==> src/rtl/execute_cycle.sv <==
// rtl/execute_cycle.sv - RISC-V EX stage: ALU, branch resolve, EX/MEM register
//
// Optional macro: FORWARDING_EN
//   defined   : ForwardA_E/ForwardB_E select RD*_E, ResultW or ALU_ResultM
//   undefined : forwarding ports are ignored and the operands come straight from RD1_E/RD2_E
//
// Ports:
//   clk, reset            pipeline clock; asynchronous active-low reset
//   *E control/data       decode-stage outputs for the instruction in EX
//   ResultW               writeback result (forwarding source)
//   ForwardA_E/B_E        operand forward selects
//   PCSrcE, PCTargetE     combinational branch redirect to fetch
//   *M outputs            EX/MEM pipeline register, 1-cycle latency, no stall
module execute_cycle #(
   parameter int XLEN      = 32,
   parameter int REGADDR_W = 5
) (
   input  logic                 clk,
   input  logic                 reset,
   input  logic                 RegWriteE,
   input  logic                 ALUSrcE,
   input  logic                 MemWriteE,
   input  logic                 ResultSrcE,
   input  logic                 BranchE,
   input  logic [2:0]           ALUControlE,
   input  logic [XLEN-1:0]      RD1_E,
   input  logic [XLEN-1:0]      RD2_E,
   input  logic [XLEN-1:0]      Imm_ExtE,
   input  logic [REGADDR_W-1:0] RD_E,
   input  logic [XLEN-1:0]      PCE,
   input  logic [XLEN-1:0]      PCPlus4E,
   input  logic [XLEN-1:0]      ResultW,
   input  logic [1:0]           ForwardA_E,
   input  logic [1:0]           ForwardB_E,
   output logic                 PCSrcE,
   output logic [XLEN-1:0]      PCTargetE,
   output logic                 RegWriteM,
   output logic                 MemWriteM,
   output logic                 ResultSrcM,
   output logic [REGADDR_W-1:0] RD_M,
   output logic [XLEN-1:0]      PCPlus4M,
   output logic [XLEN-1:0]      WriteDataM,
   output logic [XLEN-1:0]      ALU_ResultM
);

   logic [XLEN-1:0]      src_a;
   logic [XLEN-1:0]      fwd_b;
   logic [XLEN-1:0]      src_b;
   logic [XLEN-1:0]      alu_result;
   logic                 zero_e;

   logic                 reg_write_d,   reg_write_q;
   logic                 mem_write_d,   mem_write_q;
   logic                 result_src_d,  result_src_q;
   logic [REGADDR_W-1:0] rd_d,          rd_q;
   logic [XLEN-1:0]      pc_plus4_d,    pc_plus4_q;
   logic [XLEN-1:0]      write_data_d,  write_data_q;
   logic [XLEN-1:0]      alu_result_d,  alu_result_q;

`ifdef FORWARDING_EN
   // Select 2'b11 is not a legal forward code; it falls back to the register file value.
   always_comb begin
      src_a = RD1_E;
      case (ForwardA_E)
         2'b01:   src_a = ResultW;
         2'b10:   src_a = alu_result_q;
         default: src_a = RD1_E;
      endcase
   end

   always_comb begin
      fwd_b = RD2_E;
      case (ForwardB_E)
         2'b01:   fwd_b = ResultW;
         2'b10:   fwd_b = alu_result_q;
         default: fwd_b = RD2_E;
      endcase
   end
`else
   logic unused_fwd;
   assign unused_fwd = ^{ForwardA_E, ForwardB_E, ResultW};

   always_comb begin
      src_a = RD1_E;
      fwd_b = RD2_E;
   end
`endif

   always_comb begin
      src_b = ALUSrcE ? Imm_ExtE : fwd_b;
   end

   always_comb begin
      alu_result = '0;
      case (ALUControlE)
         3'b000:  alu_result = src_a + src_b;
         3'b001:  alu_result = src_a - src_b;
         3'b010:  alu_result = src_a & src_b;
         3'b011:  alu_result = src_a | src_b;
         3'b101:  alu_result = {{(XLEN-1){1'b0}}, ($signed(src_a) < $signed(src_b))};
         default: alu_result = '0;
      endcase
   end

   always_comb begin
      zero_e    = (alu_result == '0);
      PCSrcE    = BranchE & zero_e;
      PCTargetE = PCE + Imm_ExtE;
   end

   // Store data is the forwarded rs2 value, never the immediate.
   always_comb begin
      reg_write_d  = RegWriteE;
      mem_write_d  = MemWriteE;
      result_src_d = ResultSrcE;
      rd_d         = RD_E;
      pc_plus4_d   = PCPlus4E;
      write_data_d = fwd_b;
      alu_result_d = alu_result;
   end

   always_ff @(posedge clk or negedge reset) begin
      if (!reset) begin
         reg_write_q  <= 1'b0;
         mem_write_q  <= 1'b0;
         result_src_q <= 1'b0;
         rd_q         <= '0;
         pc_plus4_q   <= '0;
         write_data_q <= '0;
         alu_result_q <= '0;
      end else begin
         reg_write_q  <= reg_write_d;
         mem_write_q  <= mem_write_d;
         result_src_q <= result_src_d;
         rd_q         <= rd_d;
         pc_plus4_q   <= pc_plus4_d;
         write_data_q <= write_data_d;
         alu_result_q <= alu_result_d;
      end
   end

   assign RegWriteM   = reg_write_q;
   assign MemWriteM   = mem_write_q;
   assign ResultSrcM  = result_src_q;
   assign RD_M        = rd_q;
   assign PCPlus4M    = pc_plus4_q;
   assign WriteDataM  = write_data_q;
   assign ALU_ResultM = alu_result_q;

endmodule

==> config.mk <==
export PLATFORM = sky130hd
export DESIGN_NAME = execute_cycle
export DESIGN_NICKNAME = d
export VERILOG_FILES = /design/src/rtl/execute_cycle.sv
export SDC_FILE = /design/constraint.sdc
export NUM_CORES = 1
export LEC_CHECK = 0
export CORE_MARGIN = 1
export CORE_UTILIZATION = 25
export DETAILED_ROUTE_END_ITERATION = 12
export PLACE_DENSITY = 0.48
export RECOVER_POWER = 25
export SLEW_MARGIN = 10
export SYNTH_ARGS = -nofsm -noshare
export SYNTH_HDL_FRONTEND = slang
export SYNTH_SLANG_ARGS = --single-unit
==> constraint.sdc <==
create_clock -name clk -period 7.5 [get_ports clk]
set_clock_uncertainty 0.15 [all_clocks]
set_input_delay 1.5 -clock clk [delete_from_list [all_inputs] [get_ports clk]]
set_output_delay 1.5 -clock clk [all_outputs]
set_load 0.01 [all_outputs]
==> flow_summary_export.csv, run 1 <==
group,metric,value,unit
status,status,"finished with violations",
status,violations,"max-capacitance violations, max-slew violations",
global_routing,grt_pass1_vias,10220,
routing,firstDrtPassIters,5,
global_routing,antenna_found_initial,1,
routing,wl_per_cell,17.24,um
global_routing,grt_pass1_wl,56750,um
routing,drc,0,
timing,whs,1.253,ns
placed_design,dp_cells,2125,
cts,clock_sinks,104,
pwr,total_power,2.277,mW
global_routing,grt_usage,18.87,%
timing,rsz0062_at_grt,"true",
timing,fmax,135.1,MHz
synthesis,synth_edf_count,0,
routing,drtIter0Drc,513,
floorplanning,rows,70,
timing,worst_slew_pin_slew,3.437,ns
flow_run,cap_violations,1,
timing,fin_ws,0.09983,ns
layout,finalNonFillerCells,2148,
timing,setup_viol,0,
timing,fin_crit_sh,98.67,%
global_routing,overflow,0,
layout,layout.cells.most_common_list,"clkdlybuf4s50_1 (247), buf_4 (244), ha_1 (117), dfrtp_1 (104), inv_1 (104)",
cts,clockRootBuffer,"clkbuf_16",
placed_design,pre_cts_ws,-1.087,ns
synthesis,syn_area_per_cell,8.477,um^2
layout,final_common_cell,"clkdlybuf4s50_1",
cts,cts_buffers,9,
placed_design,dpl_cell_area,14820,um^2
critical_path,cp.required,5.85,ns
critical_path,critPathArrivalTime,5.75,ns
routing,drt_wl_total,37030,um
timing,period_needed,7.400,ns
layout,fin_nets,1980,
synthesis,synth_area,9469,um^2
cts,cts_tree,"done",
synthesis,ys_types,78,
placed_design,dpl.hpwl,30450,um
synthesis,synthFlopType,"dfrtp_1",
worst_hold_path,min_from,"RD2_E[0]",
synthesis,yosysSeqAreaShare,27.48,%
cts,htreeDepth,3,
critical_path,start_kind,"primary input",
floorplanning,die_w,196.6,um
layout,n_antenna_cell,0,
pwr,vdd_drop_max,0.1184,mV
floorplanning,fp.coreArea,36960,um^2
synthesis,syn_nets,1458,
floorplanning,die-area,38660,um^2
floorplanning,die_h,196.6,um
cts,path_clk_slew,0.07,ns
timing,final-hold-violation-count,0,
pwr,p_leak,6.998,nW
global_routing,grt_max_degree,82,
floorplanning,start_util,25.62,%
synthesis,yosysWarnings,0,
routing,via_per_inst,4.747,
critical_path,worstSetupPathType,"in -> out",
critical_path,worstPathMaxFanout,3,
placed_design,io_buffer_count,311,
worst_hold_path,hold_depth,1,
synthesis,async_flop_share,100.0,%
synthesis,synth_seq_cells,104,
layout,synthToLayoutAreaGrowth,63.35,%
routing,ant_nets,0,
placed_design,finalWeightedCongestion,0.9064,
routing,num_vias,10200,
cts,cts_max_path_buffers,2,
timing,drv_slew,63,
pwr,p_per_area,147.2,nW/um^2
worst_hold_path,hold_path_end,"WriteDataM[0]",
cts,postCtsHoldBufs,0,
floorplanning,io_pins,348,
critical_path,end_kind,"output pin",
layout,drive_gt1_share,20.01,%
synthesis,netlist_instances,1117,
timing,relSlewSlack,-129.1,%
worst_hold_path,hold_class,"in -> reg",
layout,fin_area,15470,um^2
## sequential cells by signal, indices dropped and copies added (netlist names)
name	flops
PCPlus4M	32
ALU_ResultM	32
ResultSrcM	1
RD_M	5
RegWriteM	1
WriteDataM	32
MemWriteM	1
## synth_stat cells (all sizes together) (20+ instances only)
master,number,area (um^2)
mux2i,38,380.4
nor3,30,150.1
inv,108,405.4
a21o,21,157.7
clkbuf,20,75.07
buf,28,138.9
a21oi,90,461.7
nor2,74,277.8
o21ai,65,325.3
dfrtp,104,2603
nand3,20,100.1
nand2,84,322.8
a211oi,29,227.7
xnor2,35,306.5
ha,127,1589
o211ai,22,165.2
## cell families after synthesis
kind of cell    count (synthesis)  synth area share [%]
buf+inv                       158                 6.620
simple gates                  278                 14.15
fa+ha+maj                     130                 17.42
compound gates                361                 25.87
xor+xnor                       48                 4.440
flops                         104                 27.48
mux                            38                 4.017
## worst max-delay path by stage
stage | startpoint | to | slack, ns | depth (start not counted)
2_1_floorplan | ALUSrcE | PCSrcE | 0.29 | 17
3_3_place_gp | RD2_E[0] | PCSrcE | -1.08 | 20
3_5_place_dp | RD2_E[0] | PCSrcE | -1.09 | 21
4_1_cts | Imm_ExtE[6] | PCTargetE[31] | 0.08 | 17
5_1_grt | RD1_E[0] | PCSrcE | -0.05 | 19
6_report | Imm_ExtE[18] | PCSrcE | 0.1 | 18
## layer usage
metal | part of all wire [%] | wire length, um | vias to the layer above | global-route usage, %
met2 | 46 | 16870 | 335 | 30.89
li1 | - | - | 5080 | -
met4 | 1.0 | 376 | 2 | 3.474
met3 | 6.5 | 2409 | 21 | 3.987
met1 | 47 | 17360 | 4758 | 25.63
met5 | 0.024 | 9 | - | 0
## metrics by stage
step,util [%],TNS (ns)
after detailed placement,40.10,-1.087
after CTS,41.70,0
after global placement,40.10,-1.077
after global routing,41.85,-0.05284
after floorplan,-,0
final,41.85,0
## power breakdown
part	switching (mW)	internal, mW
sequential	0.0114	0.601
combinational	0.575	0.609
clock	0.250	0.231
## what timing repair did
item | in CTS | in global routing
endpoints found under the setup margin | 1 | 3
gates resized for setup | 59 | 13
pin swaps | 16 | 4
gates cloned | 1 | 0
buffers inserted | 6 | 0
## area by class of cell
class	count	area, um^2
clock buffers	10	229.0
multi-input cells	855	6519
flip-flops and latches	104	2603
clock inverters	6	55.05
repair buffers	559	5019
well taps	504	630.6
fillers	3754	21490
inverters	110	412.9
## critical path: stages
cell	delay, ns
clkdlybuf4s50_1	0.49
mux2i_1	0.09
buf_4	0.15
ha_1	0.28
a21oi_1	0.18
o21a_1	0.20
nor2_1	0.05
a2111oi_1	0.40
buf_4	0.20
o21ai_0	0.11
nor3_1	0.24
o21a_1	0.21
nor4_1	0.06
or4_4	0.53
or3_1	0.40
nor4_2	0.29
and4b_1	0.24
buf_2	0.14
(Power assumes the default switching activity.)
==> inputs of run 2 (changes only) <==
Settings changed: ABC_AREA from default to 1, PLACE_DENSITY 0.48 to 0.46.
==> flow_summary_export.csv, run 2 <==
group,metric,value,unit
routing,num_vias,12300,
placed_design,io_buffer_count,311,
pwr,p_leak,7.962,nW
floorplanning,fp.coreArea,44320,um^2
global_routing,overflow,0,
synthesis,yosysMostFrequentCell,"nand2_1",
cts,cts_max_path_buffers,2,
critical_path,worstSetupPathType,"in -> out",
synthesis,synth.top_cell.area_share,23.12,%
cts,cts_tree,"done",
placed_design,finalWeightedCongestion,0.9075,
timing,drv_slew,57,
global_routing,grt_max_degree,57,
synthesis,ys_types,47,
routing,drc,0,
pwr,seqPwrFrac,27.4,%
cts,cts_setup_buffers,0,
pwr,power_frac_comb,49.1,%
global_routing,grt_usage,20.01,%
cts,clock_sinks,104,
floorplanning,die-area,45870,um^2
pwr,vdd_drop_max,0.09467,mV
critical_path,slowest_delay,0.57,ns
layout,final_util,34.43,%
cts,path_clk_slew,0.08,ns
pwr,switching_share,41.57,%
layout,fin_nets,2437,
critical_path,cp_slowest_cell,"clkdlybuf4s50_1",
synthesis,synth_edf_count,0,
synthesis,yosysTopAreaCell,"dfrtp_1",
timing,fin_ws,0.3838,ns
routing,wl_per_cell,17.03,um
routing,ant_nets,0,
status,violations,"max-capacitance violations, max-slew violations",
layout,drive_gt1_share,4.093,%
synthesis,syn_area_per_cell,6.263,um^2
synthesis,synth_seq_cells,104,
timing,setup_viol,0,
cts,cts_resized,0,
synthesis,synth_common_cells,"nand2_1 (515), inv_1 (357), nor2_1 (163)",
layout,layout.cells.most_common_list,"nand2_1 (515), inv_1 (357), clkdlybuf4s50_1 (237), nor2_1 (162), nand3_1 (135)",
layout,final_common_cell,"nand2_1",
pwr,power_switching,0.9268,mW
floorplanning,start_util,25.40,%
global_routing,grt_pass1_wl,70370,um
timing,whs,1.510,ns
placed_design,dpl.hpwl,38910,um
timing,fmax,140.5,MHz
critical_path,cp_cell_sequence,"dlygate4sd3_1, o21ai_0, ha_1, nor2_4, nand2_1, inv_1, nand3_1, nand2_1, nand2_1, nand3_1, nand2_1, nor2_1, nand2_1, nor2_1, nand2_1, nor3_1, nand3_1, nor2_1, clkdlybuf4s50_1",
critical_path,end_kind,"output pin",
synthesis,netlist_instances,1797,
timing,tns,0,ns
synthesis,synthFlopType,"dfrtp_1",
pwr,p_clk_share,23.5,%
cts,htreeDepth,3,
routing,drt_wl_total,45870,um
status,status,"finished with violations",
synthesis,syn_nets,2138,
critical_path,critPathArrivalTime,5.47,ns
routing,drtIter0Drc,597,
routing,via_per_inst,4.567,
layout,multi_input_area,7005,um^2
critical_path,start_kind,"primary input",
timing,rsz0062_at_grt,"false",
synthesis,yosysWarnings,0,
layout,fill_cells,4883,
timing,period_needed,7.116,ns
cts,cts_buffers,9,
flow_run,cap_violations,1,
floorplanning,die_h,214.2,um
synthesis,async_flop_share,100.0,%
synthesis,synth_area_leaders,"dfrtp_1 (23%), nand2_1 (17%), ha_1 (14%)",
floorplanning,rows,77,
timing,relSlewSlack,-94.38,%
global_routing,grt_pass1_vias,12370,
layout,regArea,2603,um^2
synthesis,synth_area,11250,um^2
cts,postCtsHoldBufs,0,
pwr,p_int,1.303,mW
worst_hold_path,hold_class,"in -> reg",
critical_path,worstPathMaxFanout,8,
critical_path,cp.required,5.85,ns
cts,clockRootBuffer,"clkbuf_16",
critical_path,crit_top_cell,"nand2_1",
synthesis,yosysSeqAreaShare,23.12,%
layout,n_antenna_cell,0,
placed_design,pre_cts_ws,0.4746,ns
timing,final-hold-violation-count,0,
pwr,p_per_area,146.1,nW/um^2
floorplanning,io_pins,348,
timing,worst_slew_pin_slew,2.916,ns
global_routing,antenna_found_initial,2,
routing,firstDrtPassIters,7,
timing,fin_crit_sh,94.88,%
floorplanning,die_w,214.2,um
layout,synthToLayoutAreaGrowth,35.59,%
==> run 2: worst paths after layout <==
path	startpoint	to	slack, ns	cells after the start
setup / recovery	RD2_E[5]	PCSrcE	0.38	19
max in group asynchronous	reset	WriteDataM[20]	3.33	2
hold / removal	PCPlus4E[25]	PCPlus4M[25]	1.51	1
min in group asynchronous	reset	RegWriteM	1.89	1
==> run 2: through the flow <==
step / instances / total power, mW / instance area [um^2]
finish: 2693 / 2.229 / 15260
floorplan: 1797 / 1.235 / 11250
global placement: 2677 / 1.718 / 14970
CTS: 2693 / 2.270 / 15260
global route: 2693 / 2.403 / 15260
detailed placement: 2677 / 1.720 / 14970
==> run 2: power groups by stage <==
| stage | sequential [mW] | clock [mW] | combinational [mW] |
|---|---|---|---|
| final | 0.611 | 0.525 | 1.09 |
| after global routing | 0.616 | 0.574 | 1.21 |
| after global placement | 0.622 | 0 | 1.10 |
| after detailed placement | 0.623 | 0 | 1.10 |
| after floorplan | 0.646 | 0 | 0.589 |
| after CTS | 0.612 | 0.554 | 1.10 |
==> run 2: logic make-up (layout without fill, tap and decap cells) <==
family                     after synthesis  count (layout)  synth area share (%)
xor gates and xnor gates                31              31                 2.412
DFF                                    104             104                 23.12
adders and majority gates              130             130                 14.65
and+or+nand+nor                        906             906                 34.05
buffers and inverters                  405             709                 14.65
AOI/OAI and AO/OA                      221             221                 11.11
==> run 2: layout make-up <==
type	count	share of cell area, %
multi-input combinational	1288	45.91
sequential	104	17.05
tap	592	4.854
timing repair buffer	330	21.34
inverter	363	8.946
clock inverter	4	0.3444
clock buffer	12	1.550
==> run 2: per-layer routing <==
metal  part of all wire, %  vias to the layer above  global-route usage [%]
met5                 0.050                        -                       0
li1                      -                     6177                       -
met3                   6.8                       44                   4.496
met1                    46                     5673                   26.52
met4                   1.6                        4                   4.714
met2                    45                      400                   32.84
==> run 2: critical path, delay by kind of cell <==
kind	cells	cell delay, ns
and+or+nand+nor	14	1.83
buffers and inverters	3	1.18
adders and majority gates	1	0.48
AOI/OAI and AO/OA	1	0.47
